===== config.mk =====
export PLATFORM = sky130hd
export DESIGN_NAME = traffic_phase_scheduler
export DESIGN_NICKNAME = d
export VERILOG_FILES = /design/src/rtl/traffic_pkg.sv /design/src/rtl/lane_max_select.sv /design/src/rtl/traffic_phase_scheduler.sv
export SDC_FILE = /design/constraint.sdc
export NUM_CORES = 1
export LEC_CHECK = 0
export ABC_AREA = 1
export BUFFER_PORTS_ARGS = -buffer_cell sky130_fd_sc_hd__clkbuf_2
export CAP_MARGIN = 20
export CELL_PAD_IN_SITES_DETAIL_PLACEMENT = 0
export CELL_PAD_IN_SITES_GLOBAL_PLACEMENT = 2
export CORE_MARGIN = 2
export CORE_UTILIZATION = 31
export DETAILED_ROUTE_END_ITERATION = 6
export PLACE_DENSITY_LB_ADDON = 0.12
export SKIP_CTS_REPAIR_TIMING = 1
export SLEW_MARGIN = 5
export SYNTH_ARGS = -nofsm -noshare
export SYNTH_HDL_FRONTEND = slang
export SYNTH_SLANG_ARGS = --single-unit

===== constraint.sdc =====
create_clock -name clk -period 3.37 [get_ports clk]
set_clock_uncertainty 0.2 [all_clocks]
set_input_delay 0.337 -clock clk [delete_from_list [all_inputs] [get_ports clk]]
set_output_delay 0.337 -clock clk [all_outputs]
set_load 0.02 [all_outputs]

===== src/rtl/traffic_pkg.sv =====
`default_nettype none
// ============================================================================
// Module      : traffic_pkg
// Description : Shared types and constants for the traffic phase scheduler:
//               direction and phase encodings, lane/sum widths and a helper
//               that maps a direction onto its two lane bits.
// Revision    : 1.0 - initial release
// ============================================================================
package traffic_pkg;

    localparam int NUM_LANES = 8;
    localparam int LANE_W    = 8;
    localparam int SUM_W     = 9;
    localparam int NUM_DIRS  = 4;

    typedef enum logic [1:0] {
        DIR_N = 2'd0,
        DIR_E = 2'd1,
        DIR_S = 2'd2,
        DIR_W = 2'd3
    } dir_t;

    typedef enum logic [1:0] {
        ALL_RED = 2'd0,
        GREEN   = 2'd1,
        YELLOW  = 2'd2
    } phase_t;

    // Direction d owns lanes 2d and 2d+1.
    function automatic logic [NUM_LANES-1:0] dir_lane_mask(input dir_t d);
        dir_lane_mask = 8'b0000_0011 << {d, 1'b0};
    endfunction

endpackage
`default_nettype wire


===== src/rtl/lane_max_select.sv =====
`default_nettype none
// ============================================================================
// Module      : lane_max_select
// Description : Combinational argmax over the four direction sums. A strict
//               greater-than scan from index 0 upward means ties (including
//               all-zero) resolve to the lowest index.
// Ports       : sums   - four SUM_W-bit direction sums (N, E, S, W)
//               winner - index of the largest sum
// Revision    : 1.0 - initial release
// ============================================================================
module lane_max_select
    import traffic_pkg::*;
(
    input  logic [NUM_DIRS-1:0][SUM_W-1:0] sums,
    output dir_t                           winner
);

    logic [SUM_W-1:0] w_best;

    always_comb begin
        winner = DIR_N;
        w_best = sums[0];
        for (int d = 1; d < NUM_DIRS; d++) begin
            if (sums[d] > w_best) begin
                w_best = sums[d];
                winner = dir_t'(2'(d));
            end
        end
    end

endmodule
`default_nettype wire


===== src/rtl/traffic_phase_scheduler.sv =====
`default_nettype none
// ============================================================================
// Module      : traffic_phase_scheduler
// Description : Timed ALL_RED -> GREEN -> YELLOW phase controller. The green
//               direction is the one whose two lanes sum highest (lowest
//               index on ties). Enforces minimum/maximum green, yellow and
//               all-red clearance, and mid-green preemption.
//               Optional macro STARVE_GUARD_EN adds per-direction skip
//               counters that force a repeatedly passed-over direction.
// Ports       : clk           - system clock, rising edge
//               rst           - asynchronous active-high reset
//               lane          - per-lane car counts N1,N2,E1,E2,S1,S2,W1,W2
//               green_lights  - green per lane (registered)
//               yellow_lights - yellow per lane (registered)
//               all_red       - high while in ALL_RED (registered)
//               cur_dir       - current/last granted direction
//               phase_start   - one-cycle pulse on the first GREEN cycle
// Revision    : 1.0 - initial release
// ============================================================================
module traffic_phase_scheduler
    import traffic_pkg::*;
#(
    parameter int GREEN_MIN    = 8,
    parameter int GREEN_MAX    = 32,
    parameter int YELLOW_CYC   = 4,
    parameter int ALLRED_CYC   = 2,
    parameter int STARVE_LIMIT = 3
) (
    input  logic                               clk,
    input  logic                               rst,
    input  logic [NUM_LANES-1:0][LANE_W-1:0]   lane,
    output logic [NUM_LANES-1:0]               green_lights,
    output logic [NUM_LANES-1:0]               yellow_lights,
    output logic                               all_red,
    output logic [1:0]                         cur_dir,
    output logic                               phase_start
);

    // Timer must hold the largest terminal count of any phase.
    localparam int c_TMAX    = (GREEN_MAX > YELLOW_CYC)
                             ? ((GREEN_MAX > ALLRED_CYC) ? GREEN_MAX : ALLRED_CYC)
                             : ((YELLOW_CYC > ALLRED_CYC) ? YELLOW_CYC : ALLRED_CYC);
    localparam int c_TIMER_W = (c_TMAX > 1) ? $clog2(c_TMAX) : 1;

    localparam logic [c_TIMER_W-1:0] c_ALLRED_END = c_TIMER_W'(ALLRED_CYC - 1);
    localparam logic [c_TIMER_W-1:0] c_YELLOW_END = c_TIMER_W'(YELLOW_CYC - 1);
    localparam logic [c_TIMER_W-1:0] c_GMIN_END   = c_TIMER_W'(GREEN_MIN - 1);
    localparam logic [c_TIMER_W-1:0] c_GMAX_END   = c_TIMER_W'(GREEN_MAX - 1);

    phase_t                        r_state;
    phase_t                        w_next_state;
    logic [c_TIMER_W-1:0]          r_timer;
    logic [c_TIMER_W-1:0]          w_next_timer;
    dir_t                          r_dir;
    dir_t                          w_next_dir;
    logic                          w_grant;

    logic [NUM_DIRS-1:0][SUM_W-1:0] w_sum;
    dir_t                          w_argmax;
    dir_t                          w_winner;
    logic                          w_starve_req;
    logic                          w_other_wait;
    logic                          w_other_higher;

    logic [NUM_LANES-1:0]          w_nx_green;
    logic [NUM_LANES-1:0]          w_nx_yellow;
    logic                          w_nx_all_red;

    // ------------------------------------------------------------------
    // Direction sums, 9 bits so two full lanes never overflow.
    // ------------------------------------------------------------------
    generate
        for (genvar d = 0; d < NUM_DIRS; d++) begin : g_sum
            assign w_sum[d] = {1'b0, lane[2*d]} + {1'b0, lane[2*d+1]};
        end
    endgenerate

    lane_max_select u_max (
        .sums   (w_sum),
        .winner (w_argmax)
    );

    // Demand from directions other than the one currently granted.
    always_comb begin
        w_other_wait   = 1'b0;
        w_other_higher = 1'b0;
        for (int d = 0; d < NUM_DIRS; d++) begin
            if (2'(d) != r_dir) begin
                if (w_sum[d] != '0)
                    w_other_wait = 1'b1;
                if (w_sum[d] > w_sum[r_dir])
                    w_other_higher = 1'b1;
            end
        end
    end

`ifdef STARVE_GUARD_EN
    localparam int c_SKIP_W = $clog2(STARVE_LIMIT + 1);
    localparam logic [c_SKIP_W-1:0] c_SKIP_SAT = c_SKIP_W'(STARVE_LIMIT);

    logic [NUM_DIRS-1:0][c_SKIP_W-1:0] r_skip;
    logic [NUM_DIRS-1:0]               w_starved;

    always_comb begin
        for (int d = 0; d < NUM_DIRS; d++)
            w_starved[d] = (r_skip[d] == c_SKIP_SAT);
    end

    // A starved direction overrides the argmax; scanning downward leaves
    // the lowest-index starved direction as the winner.
    always_comb begin
        w_winner = w_argmax;
        for (int d = NUM_DIRS - 1; d >= 0; d--) begin
            if (w_starved[d])
                w_winner = dir_t'(2'(d));
        end
    end

    always_comb begin
        w_starve_req = 1'b0;
        for (int d = 0; d < NUM_DIRS; d++) begin
            if (w_starved[d] && (2'(d) != r_dir))
                w_starve_req = 1'b1;
        end
    end

    // Skip counters only move at a grant.
    always_ff @(posedge clk or posedge rst) begin
        if (rst) begin
            r_skip <= '0;
        end else if (w_grant) begin
            for (int d = 0; d < NUM_DIRS; d++) begin
                if ((2'(d) == w_winner) || (w_sum[d] == '0))
                    r_skip[d] <= '0;
                else if (r_skip[d] != c_SKIP_SAT)
                    r_skip[d] <= r_skip[d] + c_SKIP_W'(1);
            end
        end
    end
`else
    assign w_winner     = w_argmax;
    assign w_starve_req = 1'b0;
`endif

    // ------------------------------------------------------------------
    // Next-state, timer and next-output decode.
    // ------------------------------------------------------------------
    always_comb begin
        w_next_state = r_state;
        w_next_timer = r_timer + c_TIMER_W'(1);
        w_next_dir   = r_dir;
        w_grant      = 1'b0;

        case (r_state)
            ALL_RED: begin
                if (r_timer == c_ALLRED_END) begin
                    w_next_state = GREEN;
                    w_next_timer = '0;
                    w_next_dir   = w_winner;
                    w_grant      = 1'b1;
                end
            end
            GREEN: begin
                if (((r_timer >= c_GMIN_END) && (w_other_higher || w_starve_req)) ||
                    ((r_timer == c_GMAX_END) && w_other_wait)) begin
                    w_next_state = YELLOW;
                    w_next_timer = '0;
                end else if (r_timer == c_GMAX_END) begin
                    // Nobody else waiting: hold green with a saturated timer.
                    w_next_timer = r_timer;
                end
            end
            YELLOW: begin
                if (r_timer == c_YELLOW_END) begin
                    w_next_state = ALL_RED;
                    w_next_timer = '0;
                end
            end
            default: begin
                w_next_state = ALL_RED;
                w_next_timer = '0;
            end
        endcase

        w_nx_green   = (w_next_state == GREEN)  ? dir_lane_mask(w_next_dir) : '0;
        w_nx_yellow  = (w_next_state == YELLOW) ? dir_lane_mask(w_next_dir) : '0;
        w_nx_all_red = (w_next_state == ALL_RED);
    end

    always_ff @(posedge clk or posedge rst) begin
        if (rst) begin
            r_state       <= ALL_RED;
            r_timer       <= '0;
            r_dir         <= DIR_N;
            green_lights  <= '0;
            yellow_lights <= '0;
            all_red       <= 1'b1;
            phase_start   <= 1'b0;
        end else begin
            r_state       <= w_next_state;
            r_timer       <= w_next_timer;
            r_dir         <= w_next_dir;
            green_lights  <= w_nx_green;
            yellow_lights <= w_nx_yellow;
            all_red       <= w_nx_all_red;
            phase_start   <= w_grant;
        end
    end

    assign cur_dir = r_dir;

endmodule
`default_nettype wire


Word level (Yosys, flattened, before mapping)
Cells that the tools add are included.

Shift operators: 1. Eq/ne operators: 11. $mul: 0. Bitwise operators: 0. Reduce and logical (&&, ||, !) cells: 10. Divide/modulo/power cells: 0. Multiplexer cells: 38. $lt $le $gt $ge: 9. Add/subtract/negate cells: 5.

Operators by type and width (count): $gt 9x9->1 (7); $add 8x8->9 (4); $reduce_bool 9->1 (4); $mux 9 (3); $mux 5 (4); $mux 1 (19); $bmux 9 s2 (1); $mux 8 (2); $pmux 5 s3 (1); $mux 2 (7); $shl 2x3->8 const A (1); $pmux 2 s3 (1); $add 5x1->5 const B (1); $eq 5x1->1 const B (1); $eq 5x2->1 const B (1); $eq 5x5->1 const B (1); $ge 5x3->1 const B (1); $eq 2x1->1 const B (2); $eq 2x2->1 const B (2); $logic_not 2->1 (2); $ne 2x2->1 const A (2); $lt 2x3->1 const B (1); $ne 3x3->1 const B (1); $logic_and 1x1->1 (2); 3 further kinds (3).

Memory bits (read-only): 0. Bits in writable memories: 0. Word-level logic and storage cells: 81. Input port bits: 66. Register bits: 27. Output and inout port bits: 20. Latch bits: 0. Memories kept: 0.

Longest topological paths before layout
Gate-level depths: netlist of the first run.

Depth in word-level cells: 18. Gate-level depth with buffers: 46. Mapped depth without buffers: 45.

By module
Synthesis of the first run repeated with hierarchy kept, for this count alone.

Cell total of the unflattened synthesis: 782. Area, all modules: 4777.1 um^2.

By module, submodules not included: traffic_phase_scheduler (cells an instance 610, area each 3778.6 um^2, sequential area each 476.7 um^2, times used 1); lane_max_select (cells an instance 172, area each 998.5 um^2, sequential area each 0.0 um^2, times used 1).

Worst setup path before layout of the first run
No wires, ideal clock.

Kind: input port to flip-flop. Start: input port lane[0] (netlist bit). End: register green_lights[5]. Path slack: -2.701 ns. Stages on the path: 42. Required time: 3.053 ns. Arrival: 5.754 ns. Buffers on the path: 2. Setup time: 0.117 ns. Cell sequence: ha_1 > inv_1 > fa_1 > xnor2_1 > inv_1 > ha_1 > nand2_1 > or2_2 > a21boi_0 > o311ai_1 > nand3b_1 > nand4_1 > nand2_1 > nand2_2 > buf_4 > nand2_1 > o21ai_1 > ha_1 > [... 6 more ...] > nand2_1 > clkbuf_1 > o21ai_1 > ha_1 > nand2_1 > nor2_1 > a211oi_1 > o21ai_0 > nand2_1 > nand2_1 > a21oi_1 > o21bai_1 > a21oi_1 > nand2_1 > o21ai_0 > inv_1 > nand2_1 > nor2_2.

Elaborated cells between the ends (all ways): 42. Classes of those cells: add/sub (1); order compare (7); eq/ne (1); shift (1); mux (28); reduce/logical (4).

RTL lines: start: declaration (line traffic_phase_scheduler.sv:31) `input logic [NUM_LANES-1:0][LANE_W-1:0] lane,`; $add 8x8->9 (*) (line traffic_phase_scheduler.sv:74) `assign w_sum[d] = {1'b0, lane[2*d]} + {1'b0, lane[2*d+1]};`; $gt 9x9->1 (line lane_max_select.sv:24) `if (sums[d] > w_best) begin`; $mux 9 (*) (line lane_max_select.sv:24); $gt 9x9->1 (line lane_max_select.sv:24); $mux 9 (line lane_max_select.sv:24); $gt 9x9->1 (line lane_max_select.sv:24); $mux 2 (*) (line lane_max_select.sv:24); $mux 2 (*) (line traffic_phase_scheduler.sv:156) `if (r_timer == c_ALLRED_END) begin`; $mux 2 (*) (line traffic_phase_scheduler.sv:154) `case (r_state)`; net w_next_dir[1] (line traffic_phase_scheduler.sv:55) `dir_t w_next_dir;`; $shl 2x3->8 (*) (line traffic_pkg.sv:31) `dir_lane_mask = 8'b0000_0011 << {d, 1'b0};`; $mux 8 (*) (line traffic_phase_scheduler.sv:185) `w_nx_green = (w_next_state == GREEN) ? dir_lane_mask(w_next_dir) : '0;`; end signal: assignment (line traffic_phase_scheduler.sv:203) `green_lights <= w_nx_green;`; end: declaration (line traffic_phase_scheduler.sv:32) `output logic [NUM_LANES-1:0] green_lights,`.

Mark *: on every way through the listed nets, which the timed path passes. The rest lies on a longest branch. The select of a mux whose other input is x is not followed. A chain may end at the register's enable or synchronous reset.

Worst setup path in the final report of the first run
Start: input port lane[16] (netlist bit). End: register green_lights[5].

Same word-level chain as after synthesis.

==> results.toml, run 1 <==
[synthesis]
synth_cells = 655
synth-xor-area-share = 0.0351
synth_common_cells = "154 x nand2_1, 94 x ha_1, 94 x inv_1"
synth-adder-area-share = 0.286
synth_nets = 819
yosys.area.top_type = "ha_1"
yosysSeqAreaShare = 0.109
synth.most_common_cell = "nand2_1"
synthSimpleGateAreaFrac = 0.314
ys_types = 45
synth_flop_cell = "dfrtp_1"
async_reset_ff_frac = 1.00
synthMuxAreaShare = 0
syn_area_mm2 = 0.00439
synth_edf_count = 0
synth_top_area_share = 0.268
syn_avg_cell_area_um2 = 6.70
yosysWarnings = 0
synth-seq-cells = 19
synth_compound_area_frac = 0.150
synth_area_leaders = "ha_1 27%, nand2_1 13%, dfrtp_1 10%"
synth_top_family_by_area = "simple AND/OR/NAND/NOR gates"

[die]
die-area_mm2 = 0.0151
core_mm2 = 0.0138
die_h_um = 123
rows = 43
start_util = 0.317
die_x_um = 123
io_pins = 86

[run_status]
status = "finished with violations"
violations = "hold timing, setup timing"

[clocking]
cts_tree = "built"
clock_path_buffers = 2
clkSinkCount = 19
cts_max_level = 1
clock_latency_ps = 250
path_clk_slew_ps = 50
cts_root_buffer = "clkbuf_16"
cts_buffers = 3

[final_layout]
antenna_cells = 0
drive_gt1_frac = 0.516
multi_input_area_mm2 = 0.00419
fill_cells = 1386
final_nets = 1096
fin_util = 0.533
register_area_um2 = 477
syn_to_final_growth_pct = 68.1

[setup_path]
cpMostUsedCell = "nand2_2"
worstSetupPathType = "input port to flop"
worstSetupStartpoint = "lane[16]"
crit_buf_inv = 2
cpLargestDelayFamily = "compound AO/OA/AOI/OAI gates"
slowest_delay_ps = 390
critical_path.slowest_cell = "fa_2"
critPathCaptureType = "flop"
cp.required_ps = 3310
setup.worst_path.start_class = "input port"
arrival_ps = 5470
path_max_fanout = 7
timing.rr.start = "cur_dir[0]"

[routing]
vias = 5199
avgRoutedWirePerCell_um = 13.8
initialDrtViolationCount = 199
wl_mm = 15.3
vias_per_cell = 4.68
drc = 0
drt_pass1_iterations = 4
drt.antenna.violating_nets = 0

[power]
ir_drop_mv = 0.316
power_leakage_nw = 3.89
power_density_mw_per_mm2 = 747

[timing]
fin_crit_ps = 5530
finalSetupViolCount = 18
hold_viol_final = 18
fin_crit_sh = 1.64
slew-limit-headroom = 0.515
grt_setup_unrepaired = "true"
fin_tns_setup_ps = -23710
tightest_slew_ps = 726
slew_violations = 0
fmax_mhz = 181
setup_slack_ps = -2160
whs_ps = -13.7

[global_routing]
grt_pass1_vias = 4990
grt_overflow = 0
grt.total_usage = 0.194
antenna_found_initial = 0
grt_max_degree = 20
grt_pass1_wl_mm = 23.5

[placed_design]
hpwl_mm = 12.8
place_ws_ps = -2730
place_congestion = 0.899
portBuffers = 85

[hold_path]
hold_class = "input port to asynchronous set/reset pin"

[flow_run]
max-cap-violations = 0
-- placed cells by master (no fill, tap or decap), types with 16 or more instances in the layout --
cell type,instances
buf_4,182
nand2_1,117
clkbuf_2,82
inv_1,81
ha_1,69
nand2_2,46
nand3_1,34
nor2_1,29
a21oi_1,26
ha_4,20
a21oi_2,19
inv_2,18
dfrtp_1,18
o21ai_2,16
-- flip-flops by register name, summed over array words and instances, names as in the netlist --
| signal | cells |
|---|---|
| all_red | 1 |
| cur_dir | 2 |
| green_lights | 4 |
| phase_start | 1 |
| r_state | 2 |
| r_timer | 5 |
| yellow_lights | 4 |
-- stage by stage --
stage | cell area [um^2] | std cells | power [mW] | hold WS, ps
floorplan | 4530 | 655 | 2.68 | 87.4
global placement | 6460 | 1088 | 4.30 | 260
detailed placement | 6460 | 1088 | 4.37 | 291
CTS | 6540 | 1092 | 4.64 | 25.7
global route | 7370 | 1111 | 6.08 | 62.1
finish | 7370 | 1111 | 5.51 | -13.7
-- path summary, 6_finish.rpt --
path                                     to  slack (ps)  cells after the start
max in group asynchronous   green_lights[5]        2530                      2
hold reg to reg                  r_timer[3]         350                      2
min in group clk                 r_timer[3]         350                      2
hold / removal              green_lights[3]         -10                      2
setup reg to reg           yellow_lights[5]         -60                     25
setup / recovery            green_lights[5]       -2160                     40
-- layer usage --
layer	share of wire	vias to the layer above	GRT usage
li1	-	2745	-
met1	0.46	2363	0.268
met2	0.50	87	0.345
met3	0.035	4	0.0138
met4	0.0024	0	0.0115
met5	0	-	0
-- worst register-to-register path, cell delays in order, from the launching register on --
cell,delay [ps]
dfrtp_1,410
inv_1,90
nor2_1,60
inv_1,120
buf_4,150
nor2_1,50
a21oi_2,120
o221ai_2,160
buf_4,190
ha_1,260
nand2_1,70
o21a_1,180
o21a_1,170
o21ai_1,140
a21oi_1,80
o21bai_1,150
nand3_1,90
inv_1,70
nor2_2,40
nand2_2,80
nand2_4,80
nand2_2,70
nand2_2,50
nand2_2,110
inv_2,70
nor2_2,100
-- kinds of logic after synthesis --
family	count (synthesis)
simple gates	296
buf+inv	114
compound gates	113
fa+ha+maj	98
flops	19
xor+xnor	15
-- power by group --
| group | leakage (nW) | internal (mW) | switching (mW) |
|---|---|---|---|
| combinational | 3.61 | 2.33 | 2.57 |
| sequential | 0.246 | 0.310 | 0.0612 |
| clock | 0.0409 | 0.159 | 0.0828 |
-- layout make-up --
| type | count | area share |
|---|---|---|
| multi-input combinational | 522 | 0.569 |
| timing repair buffer | 283 | 0.272 |
| sequential | 19 | 0.0647 |
| inverter | 103 | 0.0531 |
| tap | 180 | 0.0305 |
| clock buffer | 3 | 0.0102 |
| clock inverter | 1 | 0.000679 |
No activity file was read; power rests on OpenSTA's default activity.
==> run 2: changes to the inputs <==
--- a/config.mk
+++ b/config.mk
@@ -5,13 +5,13 @@
 export SDC_FILE = /design/constraint.sdc
 export NUM_CORES = 1
 export LEC_CHECK = 0
-export ABC_AREA = 1
+export ABC_AREA = 0
 export BUFFER_PORTS_ARGS = -buffer_cell sky130_fd_sc_hd__clkbuf_2
 export CAP_MARGIN = 20
 export CELL_PAD_IN_SITES_DETAIL_PLACEMENT = 0
 export CELL_PAD_IN_SITES_GLOBAL_PLACEMENT = 2
 export CORE_MARGIN = 2
-export CORE_UTILIZATION = 31
+export CORE_UTILIZATION = 34
 export DETAILED_ROUTE_END_ITERATION = 6
 export PLACE_DENSITY_LB_ADDON = 0.12
 export SKIP_CTS_REPAIR_TIMING = 1
==> results.toml, run 2 <==
[final_layout]
fin_area_mm2 = 0.00759
final_nets = 1006
top_regs = "r_timer (5), green_lights (4), yellow_lights (4)"
final_cell_mix = "195 x buf_4, 81 x clkbuf_2, 79 x ha_1"
largest_register_ffs = 5
drive_gt1_frac = 0.492
final_cells = 1021
top_register = "r_timer"
antenna_cells = 0
syn_to_final_growth_pct = 60.8
fill_cells = 1283
final_common_cell = "buf_4"

[die]
die-area_mm2 = 0.0148
die_x_um = 122
start_util = 0.344
io_pins = 86
core_mm2 = 0.0137
die_h_um = 122
rows = 43

[placed_design]
dp.cells = 1006
place_ws_ps = -3640
hpwl_mm = 14.5
portBuffers = 85
place_congestion = 0.965
placed_cell_area_mm2 = 0.00709

[synthesis]
synth_top_area_share = 0.249
synth-seq-cells = 19
synth_area_leaders = "ha_1 25%, dfrtp_1 9.5%, a21oi_1 4.7%"
ys_types = 81
async_reset_ff_frac = 1.00
yosys.area.top_type = "ha_1"
synth_edf_count = 0
synth_cells = 562
yosysWarnings = 0
synth.most_common_cell = "ha_1"
syn_area_mm2 = 0.00472
syn_avg_cell_area_um2 = 8.40
synth_common_cells = "94 x ha_1, 51 x inv_1, 44 x a21oi_1"
synth_flop_cell = "dfrtp_1"
yosysSeqAreaShare = 0.101
synth_nets = 726

[routing]
avgRoutedWirePerCell_um = 16.3
wl_mm = 16.6
drc = 0
drt.antenna.violating_nets = 0
vias = 5409
initialDrtViolationCount = 277
drt_pass1_iterations = 5
vias_per_cell = 5.30

[clocking]
clock_latency_ps = 250
cts_buffers = 3
cts_tree = "built"
cts_max_level = 1
clkSinkCount = 19
cts_root_buffer = "clkbuf_16"
clock_path_buffers = 2
path_clk_slew_ps = 50

[setup_path]
critPathCaptureType = "flop"
crit_buf_inv = 5
critical_path.slowest_cell = "or4_1"
slowest_delay_ps = 440
cp.required_ps = 3350
setup.worst_path.start_class = "input port"
arrival_ps = 6530
cpLargestDelayFamily = "compound AO/OA/AOI/OAI gates"
path_max_fanout = 4
worstSetupPathType = "input port to flop"

[power]
seq_power_share = 0.074
p_total_mw = 5.36
internal_power_mw = 2.85
p_sw_frac = 0.467
p_sw_mw = 2.50
power_leakage_nw = 3.64
power_frac_comb = 0.881
ir_drop_mv = 0.239
power_density_mw_per_mm2 = 706
power.share.clock = 0.045

[global_routing]
grt.total_usage = 0.219
grt_max_degree = 20
grt_overflow = 0
grt_pass1_wl_mm = 26.0
grt_pass1_vias = 5284
antenna_found_initial = 0

[timing]
fmax_mhz = 153
tightest_slew_ps = 677
whs_ps = -32.5
fin_crit_sh = 1.94
slew_violations = 0
finalSetupViolCount = 18
hold_viol_final = 18
fin_crit_ps = 6550
grt_setup_unrepaired = "true"
setup_slack_ps = -3180
slew-limit-headroom = 0.548

[run_status]
violations = "hold timing, setup timing"
status = "finished with violations"

[flow_run]
max-cap-violations = 0

[hold_path]
hold_class = "input port to asynchronous set/reset pin"
[run 2: per-stage QoR]
| stage | hold slack, ps | setup TNS (ps) | utilization |
|---|---|---|---|
| finish | -32.5 | -41150 | 0.553 |
| floorplan | 87.4 | -36360 | - |
| global route | 34.8 | -44730 | 0.553 |
| global placement | 233 | -46380 | 0.516 |
| CTS | -5.32 | -43540 | 0.522 |
| detailed placement | 255 | -48020 | 0.516 |
[run 2: layout make-up]
class                           count  area (um^2)  share of cell area
Multi-Input combinational cell    476         4560               0.601
Timing Repair Buffer              291         2050               0.270
Clock inverter                      1         5.00            0.000659
Tap cell                          180          225              0.0297
Sequential cell                    19          477              0.0628
Inverter                           51          196              0.0259
Clock buffer                        3         75.1             0.00989
[run 2: metal layers]
layer,share of wire,vias up,global-route usage
met5,0,-,0
met4,0.029,0,0.0675
met3,0.032,28,0.0112
met2,0.48,136,0.380
met1,0.46,2527,0.294
li1,-,2718,-
[run 2: final timing paths]
kind	end	startpoint	cells after the start	slack, ps
min	r_state[0]	rst	2	-30
min reg2reg	r_timer[4]	r_timer[4]	1	400
max	green_lights[3]	lane[0]	33	-3180
max reg2reg	r_timer[2]	cur_dir[0]	15	-630
min in group clk	r_timer[4]	r_timer[4]	1	400
max in group asynchronous	yellow_lights[6]	rst	2	2570
[run 2: kinds of logic (layout without fill, tap and decap cells)]
group,after synthesis,count (layout),share of synthesized area
XOR/XNOR,20,20,0.0387
flip-flops,19,19,0.101
AND/OR/NAND/NOR,152,152,0.177
AO/OA/AOI/OAI,182,182,0.289
adder cells (fa/ha/maj),98,98,0.266
buffers and inverters,67,346,0.0612
multiplexers,24,24,0.0668
[run 2: worst reg2reg max path, stage by stage (launching register included)]
cell and delay, ps:
dfrtp_1 490, inv_1 170, buf_12 170, mux4_2 500
inv_1 160, ha_1 270, nor2b_1 130, o211ai_1 180
a21oi_1 110, or4_4 440, o311ai_4 90, a31o_4 210
o211ai_1 160, buf_4 220, nor3_4 230, o221a_1 230
[run 2: power groups by stage]
stage / clock (mW) / combinational, mW / sequential [mW]
finish: 0.239 / 4.72 / 0.397
global placement: 0 / 4.10 / 0.394
CTS: 0.242 / 4.21 / 0.394
global route: 0.253 / 5.14 / 0.409
detailed placement: 0 / 4.19 / 0.397
floorplan: 0 / 2.45 / 0.426
